**src/rtl/serial_add_ctrl_if.sv**
```systemverilog
// Requester-side handshake for the bit-serial adder controller: request, operands,
// status and the registered result.
interface serial_add_ctrl_if #(
  parameter int WIDTH = 8
);
  logic             start;
  logic [WIDTH-1:0] op_a;
  logic [WIDTH-1:0] op_b;
  logic             cin;
  logic             busy;
  logic             done;
  logic [WIDTH-1:0] sum;
  logic             cout;

  modport master (
    output start, op_a, op_b, cin,
    input  busy, done, sum, cout
  );

  modport slave (
    input  start, op_a, op_b, cin,
    output busy, done, sum, cout
  );
endinterface

```
**src/rtl/serial_add_ctrl.sv**
```systemverilog
// Bit-serial adder sequencer: walks an external 1-bit full adder through WIDTH bit
// pairs LSB first, collects the sum bits and final carry, then pulses done.
module serial_add_ctrl #(
  parameter int WIDTH = 8
) (
  input  logic                clk,
  input  logic                rst_n,
  serial_add_ctrl_if.slave    bus,
  output logic                fa_a,
  output logic                fa_b,
  output logic                fa_cin,
  input  logic                fa_sum,
  input  logic                fa_cout
);

  localparam int CW = $clog2(WIDTH);
  localparam logic [CW-1:0] LAST = CW'(WIDTH - 1);

  typedef enum logic [1:0] {IDLE, RUN, DONE} state_t;

  state_t           state_q, state_d;
  logic [WIDTH-1:0] a_sh_q, a_sh_d;
  logic [WIDTH-1:0] b_sh_q, b_sh_d;
  logic [WIDTH-1:0] sum_sh_q, sum_sh_d;
  logic [WIDTH-1:0] sum_q, sum_d;
  logic [CW-1:0]    cnt_q, cnt_d;
  logic             carry_q, carry_d;
  logic             cout_q, cout_d;
  logic             busy_q, busy_d;
  logic             done_q, done_d;
  logic             running;

  always_comb begin
    state_d  = state_q;
    a_sh_d   = a_sh_q;
    b_sh_d   = b_sh_q;
    sum_sh_d = sum_sh_q;
    sum_d    = sum_q;
    cnt_d    = cnt_q;
    carry_d  = carry_q;
    cout_d   = cout_q;
    busy_d   = busy_q;
    done_d   = done_q;
    unique case (state_q)
      IDLE: begin
        if (bus.start) begin
          a_sh_d  = bus.op_a;
          b_sh_d  = bus.op_b;
          carry_d = bus.cin;
          cnt_d   = '0;
          busy_d  = 1'b1;
          state_d = RUN;
        end
      end
      RUN: begin
        // Sum bits enter at the MSB so bit 0 lands in place after WIDTH shifts.
        sum_sh_d = (sum_sh_q >> 1) | {fa_sum, {(WIDTH-1){1'b0}}};
        carry_d  = fa_cout;
        a_sh_d   = a_sh_q >> 1;
        b_sh_d   = b_sh_q >> 1;
        cnt_d    = cnt_q + 1'b1;
        if (cnt_q == LAST) begin
          sum_d   = sum_sh_d;
          cout_d  = fa_cout;
          done_d  = 1'b1;
          state_d = DONE;
        end
      end
      DONE: begin
        done_d  = 1'b0;
        busy_d  = 1'b0;
        state_d = IDLE;
      end
      default: begin
        done_d  = 1'b0;
        busy_d  = 1'b0;
        state_d = IDLE;
      end
    endcase
  end

  always_ff @(posedge clk or negedge rst_n) begin
    if (!rst_n) begin
      state_q  <= IDLE;
      a_sh_q   <= '0;
      b_sh_q   <= '0;
      sum_sh_q <= '0;
      sum_q    <= '0;
      cnt_q    <= '0;
      carry_q  <= 1'b0;
      cout_q   <= 1'b0;
      busy_q   <= 1'b0;
      done_q   <= 1'b0;
    end else begin
      state_q  <= state_d;
      a_sh_q   <= a_sh_d;
      b_sh_q   <= b_sh_d;
      sum_sh_q <= sum_sh_d;
      sum_q    <= sum_d;
      cnt_q    <= cnt_d;
      carry_q  <= carry_d;
      cout_q   <= cout_d;
      busy_q   <= busy_d;
      done_q   <= done_d;
    end
  end

  // The adder only sees live operands while a run is in progress.
  assign running = (state_q == RUN);
  assign fa_a    = running & a_sh_q[0];
  assign fa_b    = running & b_sh_q[0];
  assign fa_cin  = running & carry_q;

  assign bus.busy = busy_q;
  assign bus.done = done_q;
  assign bus.sum  = sum_q;
  assign bus.cout = cout_q;

endmodule

```
**src/flat_wrapper.sv**
```systemverilog
// flat-port wrapper written by rule: the top's interface ports become plain ports
module serial_add_ctrl_flat 
#(
  parameter int WIDTH = 8
)
  (clk, rst_n, fa_a, fa_b, fa_cin, fa_sum, fa_cout, bus_start, bus_op_a, bus_op_b, bus_cin, bus_busy, bus_done, bus_sum, bus_cout);
  serial_add_ctrl_if #(.WIDTH(WIDTH)) bus_i ();
  input  logic clk;
  input  logic rst_n;
  output logic fa_a;
  output logic fa_b;
  output logic fa_cin;
  input  logic fa_sum;
  input  logic fa_cout;
  input wire logic [$bits(bus_i.start)-1:0] bus_start;
  input wire logic [$bits(bus_i.op_a)-1:0] bus_op_a;
  input wire logic [$bits(bus_i.op_b)-1:0] bus_op_b;
  input wire logic [$bits(bus_i.cin)-1:0] bus_cin;
  output wire logic [$bits(bus_i.busy)-1:0] bus_busy;
  output wire logic [$bits(bus_i.done)-1:0] bus_done;
  output wire logic [$bits(bus_i.sum)-1:0] bus_sum;
  output wire logic [$bits(bus_i.cout)-1:0] bus_cout;
  assign bus_i.start = bus_start;
  assign bus_i.op_a = bus_op_a;
  assign bus_i.op_b = bus_op_b;
  assign bus_i.cin = bus_cin;
  assign bus_busy = bus_i.busy;
  assign bus_done = bus_i.done;
  assign bus_sum = bus_i.sum;
  assign bus_cout = bus_i.cout;
  serial_add_ctrl #(.WIDTH(WIDTH)) u_core (.clk(clk), .rst_n(rst_n), .bus(bus_i), .fa_a(fa_a), .fa_b(fa_b), .fa_cin(fa_cin), .fa_sum(fa_sum), .fa_cout(fa_cout));
endmodule
```
**config.mk**
```make
export PLATFORM = sky130hd
export DESIGN_NAME = serial_add_ctrl_flat
export DESIGN_NICKNAME = d
export VERILOG_FILES = /design/src/rtl/serial_add_ctrl_if.sv /design/src/rtl/serial_add_ctrl.sv /design/src/flat_wrapper.sv
export SDC_FILE = /design/constraint.sdc
export NUM_CORES = 1
export LEC_CHECK = 0
export BUFFER_PORTS_ARGS = -buffer_cell sky130_fd_sc_hd__buf_4
export CORE_AREA = 2 2 62 64
export CTS_BUF_LIST = sky130_fd_sc_hd__clkbuf_4
export DETAILED_ROUTE_END_ITERATION = 12
export DIE_AREA = 0 0 64 66
export HOLD_SLACK_MARGIN = 0.15
export PLACE_DENSITY_LB_ADDON = 0.08
export SYNTH_ARGS = -nofsm -noshare
export SYNTH_HDL_FRONTEND = slang
export SYNTH_SLANG_ARGS = --single-unit
```
**constraint.sdc**
```tcl
create_clock -name clk -period 1.7 [get_ports clk]
set_input_delay 0.17 -clock clk [delete_from_list [all_inputs] [get_ports clk]]
set_output_delay 0.17 -clock clk [all_outputs]
set_load 0.02 [all_outputs]
```
-- Word-level counts from Yosys, hierarchy flattened
Cells that the tools add are included.
- add/sub/neg operators: 1
- equality and inequality tests: 4
- multiplexer cells: 15
- bitwise operators: 6
- reduce and logical (&&, ||, !) cells: 7
- operators by type and width (operator ; number):
    case mux 8 bit (2 select lines) ; 2
    2-to-1 mux 8 bit ; 2
    AND reduction 2 bit ; 5
    OR 7 x 8 -> 8 bit ; 1
    case mux 1 bit (2 select lines) ; 3
    case mux 3 bit (2 select lines) ; 1
    2-to-1 mux 2 bit ; 2
    inequality test 2 bit (second input constant) ; 2
    case mux 2 bit (2 select lines) ; 1
    adder 3 x 1 -> 3 bit (second input constant) ; 1
    AND 1 bit ; 3
    equality test 3 bit (second input constant) ; 1
    2-to-1 mux 1 bit ; 3
    2-to-1 mux 3 bit ; 1
    equality test 2 x 1 -> 1 bit (second input constant) ; 1
    logical NOT 2 bit ; 1
    inverter 1 bit ; 2
    nonzero test 2 bit ; 1
- bits in registers: 41
- bits of input ports: 22

-- Depth between registers and ports, before layout
Gate-level depths: netlist of run 1.
- depth in word-level cells: 3
- depth in mapped cells: 5
- gate-level depth less buffers: 4

-- Worst setup path after synthesis of run 1
No wires, ideal clock.
- path kind: register to register
- start point: register u_core.cnt_q[0]
- end point: register u_core.cout_q (netlist: u_core.bus.cout)
- data arrival time: 1.258 ns
- setup slack: 0.318 ns
- cell stages (with the launch flop): 5
- path buffers: 0
- period minus slack after synthesis: 1.382 ns
- cell sequence: dfrtp_1 -> ha_1 -> ha_1 -> nand2_2 -> mux2_2
- cells in the longest elaborated chain, start to end: 2
- RTL lines (what ; RTL line ; source):
    start, declared ; serial_add_ctrl.sv:26 ; logic [CW-1:0] cnt_q, cnt_d;
    start signal, assigned ; serial_add_ctrl.sv:100 ; cnt_q <= cnt_d;
    equality test 3 bit ; serial_add_ctrl.sv:62 ; if (cnt_q == LAST) begin
    AND reduction 2 bit (no line) ; -- ;
    end signal, assigned ; serial_add_ctrl.sv:102 ; cout_q <= cout_d;
    end, declared ; serial_add_ctrl.sv:28 ; logic cout_q, cout_d;
Every way passes these cells.
A chain may end at the register's enable or synchronous reset.

-- Worst setup path in the final report of run 1
- start point: register u_core.state_q[1]
- end point: output fa_a
- cells in the longest elaborated chain, start to end: 2
- RTL lines (what ; RTL line ; source):
    start, declared ; serial_add_ctrl.sv:21 ; state_t state_q, state_d;
    start signal, assigned ; serial_add_ctrl.sv:95 ; state_q <= state_d;
    equality test 2 x 1 -> 1 bit ; serial_add_ctrl.sv:109 ; assign running = (state_q == RUN);
    AND 1 bit ; serial_add_ctrl.sv:110 ; assign fa_a = running & a_sh_q[0];
    end, declared ; flat_wrapper.sv:10 ; output logic fa_a;
Every way passes these cells.

==> results of run 1 <==
[cells in the final DEF (no fill, tap or decap), drive strengths merged, types with 6 or more instances in the layout]
cell type	synthesis	layout
clkbuf	2	6
o21ai	7	7
dlygate4sd3	0	19
o22ai	27	27
a21oi	16	16
mux2	9	9
buf	8	42
dfrtp	40	40
nand2	24	24
[synth_stat cells, drive strengths merged]
cell / instances
a21oi: 16
a22o: 2
a2bb2oi: 1
and2: 3
and2b: 1
buf: 8
clkbuf: 2
dfrtp: 40
ha: 2
inv: 4
mux2: 9
nand2: 24
nand2b: 4
nor2: 3
nor2b: 1
o21ai: 7
o221a: 1
o22ai: 27
or4b: 1
[timing repair]
item                                    CTS  global route
buffers inserted                          2             1
endpoints found under the hold margin    59             0
hold buffers                             19             0
endpoints found under the setup margin    3             3
resized for setup                         2             1
[layout make-up]
class,instances,area (µm²)
fillers,301,1290
well taps,48,60.1
flip-flops and latches,40,1000
repair buffers,61,509
clock buffers,6,45.0
inverters,4,15.0
multi-input cells,102,619
clock inverters,1,5.00
[registers in the layout, summed over array words and instances, names as in the netlist]
name and flops:
u_core.bus.cout 1, u_core.bus.done 1, u_core.carry_q 1, u_core.bus.sum 8, u_core.sum_sh_q 7, u_core.cnt_q 3, u_core.a_sh_q 8, u_core.b_sh_q 8
u_core.bus.busy 1, u_core.state_q 2
[metal layers]
metal | up-vias | wire length (µm)
met3 | 8 | 156
met4 | 0 | 53
met5 | - | 0
met2 | 36 | 1920
li1 | 677 | -
met1 | 699 | 1690
[worst max-delay path, cell delays in order (launching register included)]
cell and delay (ns):
dfrtp_2 0.42, and2b_1 0.23, buf_6 0.15, and2_1 0.14, buf_4 0.14
[through the flow]
step / cell area, µm² / util (%)
after global routing: 2260 / 63.6
final: 2260 / 63.6
after floorplan: 1690 / -
after detailed placement: 1990 / 56.0
after CTS: 2250 / 63.2
after global placement: 1990 / 56.0
[cell families (layout without fill, tap and decap cells)]
family,Yosys count,count (layout),share of synthesized area (%)
mux,9,9,6.00
buf+inv,14,72,4.07
fa+ha+maj,2,2,1.48
simple gates,37,37,10.1
compound gates,54,54,19.0
flops,40,40,59.3
[power by group through the flow]
stage | clock network (mW) | logic (mW) | registers [mW]
2_1_floorplan | 0 | 0.952 | 1.79
3_3_place_gp | 0 | 1.57 | 1.72
3_5_place_dp | 0 | 1.63 | 1.73
4_1_cts | 0.482 | 1.72 | 1.68
5_1_grt | 0.521 | 1.91 | 1.75
6_report | 0.468 | 1.73 | 1.69
[worst paths after layout]
path	endpoint	from	slack (ns)	cells after the start
max	fa_a	u_core.state_q[1]	0.10	4
min	u_core.b_sh_q[2]	bus_op_b[2]	0.20	3
max reg2reg	u_core.bus.sum[1]	u_core.cnt_q[0]	0.16	4
min reg2reg	u_core.sum_sh_q[1]	u_core.sum_sh_q[1]	0.48	2
max in group asynchronous	u_core.state_q[1]	rst_n	1.02	2
min in group asynchronous	u_core.bus.sum[0]	rst_n	0.32	2
==> summary.md, run 1 <==
| Metric | Value |
|---|---|
| Status | `finished clean` |
| Power Density | `1720 nW/µm²` |
| RSZ-0062 raised after global routing | `false` |
| Vias per cell | `5.42` |
| # setup viols final | `0` |
| Detailed Routing Iterations Pass 1 | `4` |
| CORE AREA | `approximately 3600 µm²` |
| Mean Syn Cell Area | `around 11 µm²` |
| M2 GR Usage | `34.8%` |
| Fmax | `roughly 630 MHz` |
| DR vias | `1420` |
| Unique cell type count in the Yosys netlist | `21` |
| Worst endpoint required time | `~1.5 ns` |
| HPWL after DPL | `roughly 2500 µm` |
| Die W | `64 µm` |
| Syn-to-layout area delta | `33.6%` |
| Clock latency on the worst-skew pair | `between 0.3 and 0.4 ns` |
| WL per Instance | `roughly 15 µm` |
| Die H | `between 60 and 70 µm` |
| Antenna Nets Post-Route | `0` |
| GR Util met1 | `23.7%` |
| H-tree depth | `2` |
| Net count, final | `~240` |
| Number of port buffers | `35` |
| Max-cap violations | `0` |
| Setup TNS | `0 ns` |
| Tightest Pin Transition | `0.553 ns` |
| Crit start category | `flip-flop` |
| Post-Synthesis Net Count | `180` |
| Root buf cell | `clkbuf_4` |
| Fin crit period | `about 1.6 ns` |
| Placer Congestion | `approximately 0.74` |
| GRT overflow | `0` |
| CTS clk-pin slew, worst paths | `between 0.1 and 0.15 ns` |
| Antenna diodes | `0` |
| Post-synthesis sequential area ratio | `approximately 59%` |
| Gr busiest metal | `met2` |
| Fin crit share | `a little over nine tenths` |
| CTS Buf Count | `5` |
| Total power | `~3.9 mW` |
| GRT met3 Usage | `under 10%` |
| Static leakage | `~1.1 nW` |
| Std-Cell Rows | `22` |
| Logic pwr share | `between 40% and 50%` |
| Setup WS pre-CTS | `~0.17 ns` |
| CTS Buffer Depth | `2` |
| Yosys reg bits | `40` |
| Final Max Slew Viols | `0` |
| Switching share of total power | `38.4%` |
| Synth area leader | `dfrtp_1` |
| Starting Density | `47.6%` |
| VDD IR max | `a little under 0.7 mV` |
| Crit path DAT | `1.43 ns` |
| Final Routed Wirelength | `between 3000 and 4000 µm` |
| Synth Cell Area | `1690 µm²` |
| DR iter-0 viols | `71` |
| Post-route non-filler standard cell count | `roughly 260` |
| I/O pins | `36` |
| CTS tree | `built` |
| Flop pwr share | `43.4%` |
| Sink Count | `40` |
| Worst hold slack | `between 0.2 and 0.25 ns` |
| Worst Path Max Fanout | `11` |
| Share of cells above drive strength 1 | `29.0%` |
| Tot GR Track Use | `roughly a fifth` |
| Crit. End Element | `primary output` |
| HP Class | `input pin to flip-flop` |
| Slew HR | `between 60% and 70%` |
| Yosys Warn Count | `0` |
| Die Area | `roughly 4200 µm²` |
| Critical path class | `flip-flop to primary output` |
| First-pass GRT wire length | `6380 µm` |
| Final Hold Vio Count | `0` |
| Vias in the first global route | `roughly 1400` |
| Fin worst setup slack | `~0.10 ns` |
| Cells after synthesis | `about 160` |
| Pint | `2.40 mW` |
| Largest net degree at the start of global routing | `41` |
| Top post-synthesis cells by area | `dfrtp_1, o22ai_1, mux2_2` |
| Antenna violations before repair | `0` |
| P_sw | `about 1.5 mW` |
| Final Skew | `approximately 0.009 ns` |
| Placed Instances | `233` |
| Top cell type's share of synthesized area | `59.3%` |
| Clk pwr share | `12.0%` |
| Final routed DRC violation total | `0` |
(Power assumes the default switching activity.)
==> run 2: changes to the inputs <==
--- a/config.mk
+++ b/config.mk
@@ -6,10 +6,11 @@
 export NUM_CORES = 1
 export LEC_CHECK = 0
 export BUFFER_PORTS_ARGS = -buffer_cell sky130_fd_sc_hd__buf_4
-export CORE_AREA = 2 2 62 64
+export CORE_AREA = 2 2 87 89
 export CTS_BUF_LIST = sky130_fd_sc_hd__clkbuf_4
+export CTS_CLUSTER_DIAMETER = 60
 export DETAILED_ROUTE_END_ITERATION = 12
-export DIE_AREA = 0 0 64 66
+export DIE_AREA = 0 0 89 91
 export HOLD_SLACK_MARGIN = 0.15
 export PLACE_DENSITY_LB_ADDON = 0.08
 export SYNTH_ARGS = -nofsm -noshare
==> run 2 against run 1 <==
Against the previous run:
- non-clock buffer count rose by 1
- clock skew up 0.0052 ns
- critical path depth stayed put
- highest routed layer unchanged
==> summary.md, run 2 (synthesis results as in run 1) <==
| Metric | Value |
|---|---|
| Setup TNS | `0 ns` |
| WL per Instance | `around 13 µm` |
| Final Routed Wirelength | `4220 µm` |
| Final Hold Vio Count | `0` |
| # setup viols final | `0` |
| Critical-path top delay cell | `dfrtp_2` |
| Antenna violations before repair | `0` |
| Hold-critical path endpoint | `u_core.b_sh_q[2]` |
| Die H | `91 µm` |
| HPWL after DPL | `2910 µm` |
| DR vias | `roughly 1400` |
| HP Class | `input pin to flip-flop` |
| Slew HR | `64.5%` |
| Final routed DRC violation total | `0` |
| Placer Congestion | `0.785` |
| GRT overflow | `0` |
| Fin crit share | `between 90% and 100%` |
| Die W | `89 µm` |
| Worst Path Max Fanout | `12` |
| Most frequent cells in the layout | `buf_4, dfrtp_1, o22ai_1` |
| CTS Buffer Depth | `2` |
| Die Area | `8100 µm²` |
| Final Skew | `between 0.01 and 0.015 ns` |
| Crit path DAT | `between 1 and 1.5 ns` |
| CTS tree | `built` |
| CORE AREA | `7140 µm²` |
| Worst r2r dst | `u_core.bus.sum[4]` |
| Reg2Reg Launch Point | `u_core.cnt_q[0]` |
| Critical Path Max Stage Delay | `0.42 ns` |
| I/O pins | `36` |
| Antenna Nets Post-Route | `0` |
| Vias in the first global route | `roughly 1400` |
| Tot GR Track Use | `11.3%` |
| Crit start category | `flip-flop` |
| Critical path class | `flip-flop to primary output` |
| Crit. End Element | `primary output` |
| DR iter-0 viols | `39` |
| Number of port buffers | `35` |
| Register-to-register setup slack | `around 0.17 ns` |
| H-tree depth | `2` |
| Worst endpoint required time | `between 1.5 and 2 ns` |
| Min-delay src | `bus_op_b[2]` |
| Final Max Slew Viols | `0` |
| RSZ-0062 raised after global routing | `false` |
| Largest net degree at the start of global routing | `between 40 and 50` |
| Clock latency on the worst-skew pair | `about 0.34 ns` |
| VDD IR max | `between 0.4 and 0.5 mV` |
| Post-layout util | `32.9%` |
| Most Frequent Cell on Critical Path | `buf_4` |
| Sink Count | `40` |
| Share of cells above drive strength 1 | `approximately 29%` |
| Vias per cell | `about 4.5` |
| Fin worst setup slack | `just under 0.1 ns` |
| Net count, final | `239` |
| Detailed Routing Iterations Pass 1 | `4` |
| Static leakage | `1.06 nW` |
| Starting Density | `23.7%` |
| Worst R2R Path Depth | `4` |
| Power Density | `roughly 1700 nW/µm²` |
| CP Cell Sequence | `and2b_1 -> buf_4 -> and2_1 -> buf_4` |
| Most common cell after layout, fill and taps aside | `buf_4` |
| Fmax | `624 MHz` |
| Antenna diodes | `0` |
| CTS Buf Count | `5` |
| First-pass GRT wire length | `7030 µm` |
| Max-cap violations | `0` |
| Setup WS pre-CTS | `0.152 ns` |
| Fin crit period | `roughly 1.6 ns` |
| CTS clk-pin slew, worst paths | `0.11 ns` |
| Hold Crit Depth | `3` |
| Status | `finished clean` |
| Tightest Pin Transition | `0.533 ns` |
| Std-Cell Rows | `31` |
| Root buf cell | `clkbuf_4` |
| Syn-to-layout area delta | `39.1%` |
-- run 2: final cells by class --
type,count,area (µm²)
sequential,40,1000
fill,769,4790
tap,99,124
clock inverter,3,37.5
inverter,4,15.0
clock buffer,5,37.5
multi-input combinational,102,619
timing repair buffer,62,513
-- run 2: worst max-delay path by stage --
stage | start | cells past startpoint | end
after floorplan | u_core.cnt_q[0] | 4 | u_core.bus.cout
after global placement | u_core.cnt_q[0] | 4 | u_core.bus.cout
after detailed placement | u_core.cnt_q[0] | 4 | u_core.bus.sum[3]
after CTS | u_core.state_q[1] | 4 | fa_b
after global routing | u_core.state_q[1] | 4 | fa_b
final | u_core.state_q[1] | 4 | fa_b
-- run 2: critical path: cells and delay by family (launching register included) --
| family | cells | cell delay (ns) |
|---|---|---|
| buf+inv | 2 | 0.32 |
| flops | 1 | 0.42 |
| simple gates | 2 | 0.35 |
-- run 2: routing by layer --
metal	global-route usage [%]	wire length [µm]	vias to the layer above
li1	-	-	684
met1	14.6	1950	686
met2	18.2	2050	38
met3	3.18	195	4
met4	3.73	33	0
met5	0	0	-
-- run 2: metrics by stage --
step                hold WS [ns]  instance area, µm²  instances  total power [mW]
finish                     0.199                2350        315              4.01
global route               0.176                2350        315              4.35
CTS                        0.179                2350        315              4.10
detailed placement         0.192                2070        286              3.41
global placement           0.189                2070        286              3.37
floorplan                 -0.126                1690        156              2.75
-- run 2: power breakdown --
group          switching [mW]  internal [mW]  leakage (nW)  total, mW
clock network           0.302          0.301        0.0403      0.602
registers               0.295           1.40         0.473       1.69
logic                   0.897          0.818         0.551       1.72
total                    1.49           2.52          1.06       4.01
-- run 2: timing repair --
item | in CTS | in global routing
hold buffers | 19 | 0
hold endpoints to repair | 59 | 0
resized for setup | 2 | 0
endpoints found under the setup margin | 3 | 0
setup buffers | 2 | 0
